$ cat config.mk
export PLATFORM = sky130hd
export DESIGN_NAME = product_display
export DESIGN_NICKNAME = d
export VERILOG_FILES = /design/src/rtl/product_display.sv
export SDC_FILE = /design/constraint.sdc
export NUM_CORES = 1
export LEC_CHECK = 0
export BUFFER_PORTS_ARGS = -buffer_cell sky130_fd_sc_hd__buf_4
export CORE_UTILIZATION = 50
export CTS_BUF_LIST = sky130_fd_sc_hd__clkbuf_4
export DETAILED_ROUTE_END_ITERATION = 8
export HOLD_SLACK_MARGIN = 0.08
export PLACE_DENSITY = 0.68
export SLEW_MARGIN = 20
export SYNTH_ARGS = -nofsm -noshare
export SYNTH_HDL_FRONTEND = slang
export SYNTH_SLANG_ARGS = --single-unit
export TNS_END_PERCENT = 50
$ cat constraint.sdc
create_clock -name clock -period 4 [get_ports clock]
set_clock_uncertainty 0.15 [all_clocks]
set_input_delay 0.4 -clock clock [delete_from_list [all_inputs] [get_ports clock]]
set_output_delay 0.4 -clock clock [all_outputs]
set_load 0.1 [all_outputs]
$ cat src/rtl/product_display.sv
`default_nettype none
// ============================================================================
// Module   : product_display
// Brief    : Captures the multiplier product on a rising ready edge, converts
//            it to BCD with a sequential double-dabble engine and scans it onto
//            a 3-digit common-anode seven-segment display.
//            Optional leading-zero blanking: define PRODUCT_DISPLAY_BLANK_EN.
// Revision : 1.0 - initial release
// ============================================================================
module product_display #(
    parameter int REFRESH_DIV = 3330
) (
    input  logic       clock,
    input  logic       reset,
    input  logic       ready,
    input  logic [7:0] product,
    output logic       busy,
    output logic [6:0] seg,
    output logic [2:0] dig
);

    localparam logic [1:0] c_st_idle = 2'd0;
    localparam logic [1:0] c_st_conv = 2'd1;
    localparam logic [1:0] c_st_load = 2'd2;
    localparam int         c_cnt_w   = $clog2(REFRESH_DIV);

    logic [1:0]         r_state;
    logic               r_ready_q;
    logic               r_rst_hold;
    logic [19:0]        r_shift;
    logic [2:0]         r_iter;
    logic               r_busy;
    logic [3:0]         r_hund;
    logic [3:0]         r_tens;
    logic [3:0]         r_units;
    logic [c_cnt_w-1:0] r_refresh;
    logic [1:0]         r_digit;
    logic [6:0]         r_seg;
    logic [2:0]         r_dig;

    logic        w_capture;
    logic [19:0] w_adj;
    logic [3:0]  w_hund_n;
    logic [3:0]  w_tens_n;
    logic [3:0]  w_units_n;
    logic        w_wrap;
    logic [1:0]  w_digit_n;
    logic [3:0]  w_val;
    logic        w_blank;
    logic [6:0]  w_seg_n;
    logic [2:0]  w_dig_n;

    // r_rst_hold masks the first post-reset cycle so a ready held across reset is not an edge
    assign w_capture = ready & ~r_ready_q & ~r_rst_hold & (r_state == c_st_idle);

    always_comb begin
        w_adj = r_shift;
        for (int i = 0; i < 3; i++) begin
            if (r_shift[8+4*i +: 4] >= 4'd5) begin
                w_adj[8+4*i +: 4] = r_shift[8+4*i +: 4] + 4'd3;
            end
        end
    end

    // Feed the freshly converted digits straight into the segment register during LOAD
    assign w_hund_n  = (r_state == c_st_load) ? r_shift[19:16] : r_hund;
    assign w_tens_n  = (r_state == c_st_load) ? r_shift[15:12] : r_tens;
    assign w_units_n = (r_state == c_st_load) ? r_shift[11:8]  : r_units;

    assign w_wrap    = (r_refresh == c_cnt_w'(REFRESH_DIV - 1));
    assign w_digit_n = !w_wrap ? r_digit : ((r_digit >= 2'd2) ? 2'd0 : r_digit + 2'd1);

    always_comb begin
        case (w_digit_n)
            2'd1:    w_val = w_tens_n;
            2'd2:    w_val = w_hund_n;
            default: w_val = w_units_n;
        endcase
    end

`ifdef PRODUCT_DISPLAY_BLANK_EN
    assign w_blank = ((w_digit_n == 2'd2) && (w_hund_n == 4'd0)) ||
                     ((w_digit_n == 2'd1) && (w_hund_n == 4'd0) && (w_tens_n == 4'd0));
`else
    assign w_blank = 1'b0;
`endif

    always_comb begin
        case (w_val)
            4'd0:    w_seg_n = 7'b1000000;
            4'd1:    w_seg_n = 7'b1111001;
            4'd2:    w_seg_n = 7'b0100100;
            4'd3:    w_seg_n = 7'b0110000;
            4'd4:    w_seg_n = 7'b0011001;
            4'd5:    w_seg_n = 7'b0010010;
            4'd6:    w_seg_n = 7'b0000010;
            4'd7:    w_seg_n = 7'b1111000;
            4'd8:    w_seg_n = 7'b0000000;
            4'd9:    w_seg_n = 7'b0010000;
            default: w_seg_n = 7'h7F;
        endcase
        if (w_blank) begin
            w_seg_n = 7'h7F;
        end
    end

    assign w_dig_n = ~(3'b001 << w_digit_n);

    always_ff @(posedge clock) begin
        if (reset) begin
            r_state    <= c_st_idle;
            r_ready_q  <= 1'b0;
            r_rst_hold <= 1'b1;
            r_shift    <= 20'd0;
            r_iter     <= 3'd0;
            r_busy     <= 1'b0;
            r_hund     <= 4'd0;
            r_tens     <= 4'd0;
            r_units    <= 4'd0;
            r_refresh  <= '0;
            r_digit    <= 2'd0;
            r_seg      <= 7'b1000000;
            r_dig      <= 3'b110;
        end else begin
            r_ready_q  <= ready;
            r_rst_hold <= 1'b0;
            case (r_state)
                c_st_idle: begin
                    if (w_capture) begin
                        r_shift <= {12'd0, product};
                        r_iter  <= 3'd0;
                        r_busy  <= 1'b1;
                        r_state <= c_st_conv;
                    end
                end
                c_st_conv: begin
                    r_shift <= w_adj << 1;
                    r_iter  <= r_iter + 3'd1;
                    if (r_iter == 3'd7) begin
                        r_state <= c_st_load;
                    end
                end
                c_st_load: begin
                    r_hund  <= w_hund_n;
                    r_tens  <= w_tens_n;
                    r_units <= w_units_n;
                    r_busy  <= 1'b0;
                    r_state <= c_st_idle;
                end
                default: begin
                    r_busy  <= 1'b0;
                    r_state <= c_st_idle;
                end
            endcase
            r_refresh <= w_wrap ? '0 : r_refresh + c_cnt_w'(1);
            r_digit   <= w_digit_n;
            r_seg     <= w_seg_n;
            r_dig     <= w_dig_n;
        end
    end

    assign busy = r_busy;
    assign seg  = r_seg;
    assign dig  = r_dig;

endmodule
`default_nettype wire

Yosys cells after proc, flatten, opt, wreduce, memory -nomap -nowiden
Memory sizes are Yosys's and may differ from the RTL's. A register that Yosys moved wholly into a read port is not among the register bits.
Index checks and enable logic that the tools add are counted.
{"block": "word_totals", "mem_bits_ro": 112, "memories": 1, "ff_bits": 57, "wordCells": 64}
{"block": "classes", "muxes": 19, "order_cmp": 4, "reduce_logical": 6, "shifts": 1, "n_bitwise": 7, "eq_ne": 8, "addsub": 6}
{"name": "(name not given)", "words": 16, "word_bits": 7, "rd": 1, "rd_clocked_by_memory_dff": 1, "wr": 0, "line_no": "89", "rtl": "case (w_val)"}
{"operator": "20-bit one-hot mux with 2 select lines", "n": 1}
{"operator": "20-bit two-way mux", "n": 1}
{"operator": "4-bit two-way mux", "n": 5}
{"operator": "12-bit by 1-bit adder with 12-bit output (second input constant)", "n": 1}
{"operator": "12-bit equality test (second input constant)", "n": 1}
{"operator": "4-bit by 3-bit >= comparator with 1-bit output (second input constant)", "n": 3}
{"operator": "4-bit by 2-bit adder with 4-bit output (second input constant)", "n": 2}
{"operator": "2-bit two-way mux", "n": 4}
{"operator": "4-bit one-hot mux with 2 select lines", "n": 1}
{"operator": "3-bit two-way mux", "n": 2}
{"operator": "3-bit one-hot mux with 2 select lines", "n": 1}
{"operator": "2-bit AND reduction", "n": 3}
{"operator": "2-bit by 1-bit equality test with 1-bit output (second input constant)", "n": 2}
{"operator": "2-bit equality test (second input constant)", "n": 2}
{"operator": "2-bit inequality test (second input constant)", "n": 2}
{"operator": "2-bit one-hot mux with 2 select lines", "n": 1}
{"operator": "3-bit by 1-bit adder with 3-bit output (second input constant)", "n": 1}
{"operator": "3-bit by 2-bit adder with 3-bit output (second input constant)", "n": 1}
{"operator": "1-bit bitwise AND", "n": 3}
{"operator": "3-bit equality test (second input constant)", "n": 1}
{"operator": "1-bit NOT", "n": 3}
{"operator": "3-bit NOT", "n": 1}
{"operator": "1-bit by 2-bit left shift with 3-bit output (first input constant)", "n": 1}
{"operator": "2-bit by 1-bit adder with 2-bit output (second input constant)", "n": 1}
{"operator": "other kinds (6)", "n": 7}

Logic depth before layout (Yosys ltp)
{"block": "depth", "depth_word": 6, "mapped_depth": 14, "depth_no_buf": 14}

Worst setup path before layout
Ideal clock, no wire load.
{"block": "synth_timing", "path_type": "register to register", "from": "reg r_refresh[1]", "to": "reg r_seg[3], in the netlist seg[3]", "setup_time_ps": 70, "path_stages_with_launch": 14, "path_buffers": 0, "synth_period_minus_slack_ps": 2850, "path_slack_ps": 1150, "arrival_time_ps": 2630, "cell_sequence": "dfxtp_1 > inv_1 > ha_1 > nor3b_1 > nand3_1 > mux2i_1 > ha_1 > nand2_1 > o22ai_1 > nor2_1 > ha_1 > o21ai_0 > o31ai_1 > a21oi_1"}
{"block": "synth_between", "elab_chain_cells": 4}
{"element": "start, declared", "line_no": "36", "rtl": "logic [c_cnt_w-1:0] r_refresh;"}
{"element": "start signal, assigned", "line_no": "155", "rtl": "r_refresh <= w_wrap ? '0 : r_refresh + c_cnt_w'(1);"}
{"element": "12-bit equality test *", "line_no": "70", "rtl": "assign w_wrap = (r_refresh == c_cnt_w'(REFRESH_DIV - 1));"}
{"element": "2-bit two-way mux *", "line_no": "71", "rtl": "assign w_digit_n = !w_wrap ? r_digit : ((r_digit >= 2'd2) ? 2'd0 : r_digit + 2'd1);"}
{"element": "2-bit equality test or 2-bit by 1-bit equality test with 1-bit output (tied branches)", "line_no": "74", "rtl": "case (w_digit_n)"}
{"element": "4-bit one-hot mux with 2 select lines *", "line_no": "74"}
{"element": "end, declared", "line_no": "38", "rtl": "logic [6:0] r_seg;"}
Every way passes the cells marked *; elsewhere a longest branch is shown, timed or not.
A chain may end at the register's enable or synchronous reset.

Final worst setup path
{"block": "layout_timing", "from": "reg r_refresh[0]", "to": "reg r_seg[3], in the netlist seg[3]"}
The elaborated chain is that of the path after synthesis.

==> impl_metrics.env <==
export IMPL_rows=27
export IMPL_grt_pass1_vias=2209
export IMPL_drt_iter0_drc=86
export IMPL_syn_inst=330
export IMPL_dp_slack_ps=770.9
export IMPL_ys_types=38
export IMPL_final_antenna_net_count=0
export IMPL_crit_chain="ha_1 -> nor3b_1 -> nand3_1 -> mux2i_1 -> ha_1 -> nand2_1 -> o22ai_1 -> nor2_1 -> ha_1 -> o21ai_0 -> o31ai_1 -> a21oi_1"
export IMPL_hold_violations=0
export IMPL_synthesis_nets=359
export IMPL_slew_headroom=0.5275
export IMPL_slew_viol_final=0
export IMPL_numCtsBuffers=9
export IMPL_worst_slew_pin_slew_ps=708.8
export IMPL_dp_hpwl_um=3650
export IMPL_crit_type="register to register"
export IMPL_yosys_area_top_type="dfxtp_1"
export IMPL_critPathLaunchType="register"
export IMPL_utilization=0.5804
export IMPL_fin_crit_ps=3226
export IMPL_synthTopCellsByArea="dfxtp_1, ha_1, nor2_1"
export IMPL_clk_pin_slew_ps=110
export IMPL_ys_flop_type="dfxtp_1"
export IMPL_ys_seq_area_frac=0.4420
export IMPL_wirelength_um=5415
export IMPL_htree_levels=3
export IMPL_layout_setup_ws_ps=773.9
export IMPL_setup_viol=0
export IMPL_critPathMostFrequentCell="ha_1"
export IMPL_ys_seq_elements=64
export IMPL_place_gp_congestion=0.7531
export IMPL_worstSetupEndpointType="register"
export IMPL_drive_above_1_share=0.1264
export IMPL_slowest_stage="dfxtp_1"
export IMPL_io_buffer_count=21
export IMPL_synth_most_common_cell="dfxtp_1"
export IMPL_crit_required_ps=4190
export IMPL_vdd_drop_max_uv=237.3
export IMPL_ys_warn_count=0
export IMPL_hold_path_class="input pin to register"
export IMPL_synth_commonest_cells="dfxtp_1, nor2_1, nand2_1, a21oi_1, nand3_1"
export IMPL_maxCapViolations=0
export IMPL_gr_total_overflow=0
export IMPL_max_freq_mhz=310.0
export IMPL_crit_arrival_ps=3420
export IMPL_area_delta_synth_final_pct=10.92
export IMPL_antenna_found_initial=0
export IMPL_period_share=0.8065
export IMPL_fin_area_um2=3216
export IMPL_leakage_nw=1.259
export IMPL_drc=0
export IMPL_die_w_um=78.15
export IMPL_rsz0062_at_grt="no"
export IMPL_power_density_nw_per_um2=334.0
export IMPL_finalNetCount=381
export IMPL_synth_edf_count=0
export IMPL_die_area_um2=6107
export IMPL_crit_fanout=8
export IMPL_ios=22
export IMPL_async_flop_share=0
export IMPL_clockBufferDepth=2
export IMPL_grt_pass1_wl_um=9632
export IMPL_placed_area_um2=3105
export IMPL_grt_max_degree=53
export IMPL_yosysTopAreaCellShare=0.4420
export IMPL_postCtsSetupBuffers=0
export IMPL_dr_total_vias=2277
export IMPL_avgViaCountPerCell=5.320
export IMPL_wl_per_cell_um=12.65
export IMPL_grt_util_all_layers=0.2006
export IMPL_cts_tree="built"
export IMPL_status="completed"
export IMPL_drtPass1Iterations=4
export IMPL_avgSynthCellArea_um2=8.785
export IMPL_floorplan_initialDensity=0.5233
export IMPL_fp_coreArea_um2=5540
export IMPL_setup_tns_ps=0
export IMPL_antenna_cells=0
export IMPL_cts_root_buf="clkbuf_4"
export IMPL_clock_latency_ps=400
export IMPL_max_stage_delay_ps=420
export IMPL_fp_dieH_um=78.15
export IMPL_syn_cell_area_um2=2899
export IMPL_cts_sinks=64
==> state kept, by name, indices dropped and copies added, names as in the netlist <==
name,cells
r_shift,20
r_refresh,12
seg,7
r_hund,4
r_tens,4
r_units,4
dig,3
r_iter,3
r_digit,2
r_state,2
busy,1
r_ready_q,1
r_rst_hold,1
==> final timing paths <==
check / startpoint / to / slack, ps / cells after the start
max: r_refresh[0] / seg[3] / 770 / 12
min: product[6] / r_shift[6] / 110 / 3
max reg2reg: r_refresh[0] / seg[3] / 770 / 12
min reg2reg: r_shift[7] / r_shift[8] / 320 / 2
==> where the power goes <==
part / leakage, nW / total, mW / internal, mW / switching (mW)
sequential: 0.518 / 0.659 / 0.650 / 0.00896
combinational: 0.684 / 0.0676 / 0.0250 / 0.0426
clock: 0.0571 / 0.348 / 0.125 / 0.222
==> worst max-delay path: cells and delay by family, from the launching register on <==
family	cells	cell delay [ps]
DFF	1	420
muxes	1	330
AOI/OAI and AO/OA	4	470
adders and majority gates	3	860
and+or+nand+nor	4	950
==> kinds of logic (layout without fill, tap and decap cells) <==
group / after synthesis / count (layout) / synth area share
compound gates: 51 / 51 / 0.1139
xor+xnor: 15 / 15 / 0.04532
fa+ha+maj: 18 / 18 / 0.07769
buf+inv: 30 / 56 / 0.04272
flops: 64 / 64 / 0.4420
mux: 19 / 19 / 0.06603
simple gates: 133 / 133 / 0.2123
==> timing repair <==
action,4_1_cts,5_1_grt
resized for setup,0,0
hold buffers,1,0
endpoints found under the hold margin,1,0
==> cells in the final DEF (no fill, tap or decap), types with 2 or more instances in the layout <==
| cell type | count |
|---|---|
| o21ai_0 | 9 |
| nor3b_1 | 2 |
| a21oi_1 | 23 |
| nand2b_1 | 10 |
| nor2b_1 | 3 |
| xor2_1 | 6 |
| nand2_1 | 30 |
| mux2i_1 | 18 |
| a311oi_1 | 7 |
| nand3_1 | 21 |
| nor2_1 | 51 |
| o22ai_1 | 2 |
| inv_1 | 16 |
| clkinv_1 | 2 |
| clkinv_2 | 2 |
| a31oi_1 | 2 |
| buf_4 | 24 |
| dfxtp_1 | 64 |
| and3_1 | 2 |
| xnor2_1 | 9 |
| nor3_1 | 7 |
| clkbuf_4 | 10 |
| ha_1 | 18 |
==> final cells by class <==
| type | instances | area [um^2] |
|---|---|---|
| clock inverters | 5 | 25.02 |
| flip-flops and latches | 64 | 1281 |
| repair buffers | 25 | 190.2 |
| multi-input cells | 236 | 1494 |
| well taps | 72 | 90.09 |
| inverters | 16 | 60.06 |
| clock buffers | 10 | 75.07 |
| fillers | 530 | 2325 |
==> layer usage <==
metal / vias to the layer above / GRT usage / part of all wire
met2: 31 / 0.3246 / 0.45
met4: 0 / 0.08333 / 0.016
met5: - / 0 / 0
li1: 1160 / - / -
met3: 7 / 0.05930 / 0.038
met1: 1079 / 0.2484 / 0.50
==> through the flow <==
step,total power [mW],cells,hold slack (ps)
after floorplan,0.7192,330,277.7
after global placement,0.7399,412,304.6
after detailed placement,0.7412,412,303.9
after CTS,1.083,428,95.01
after global routing,1.121,428,96.67
final,1.074,428,112.0
No activity file was read; power rests on OpenSTA's default activity.
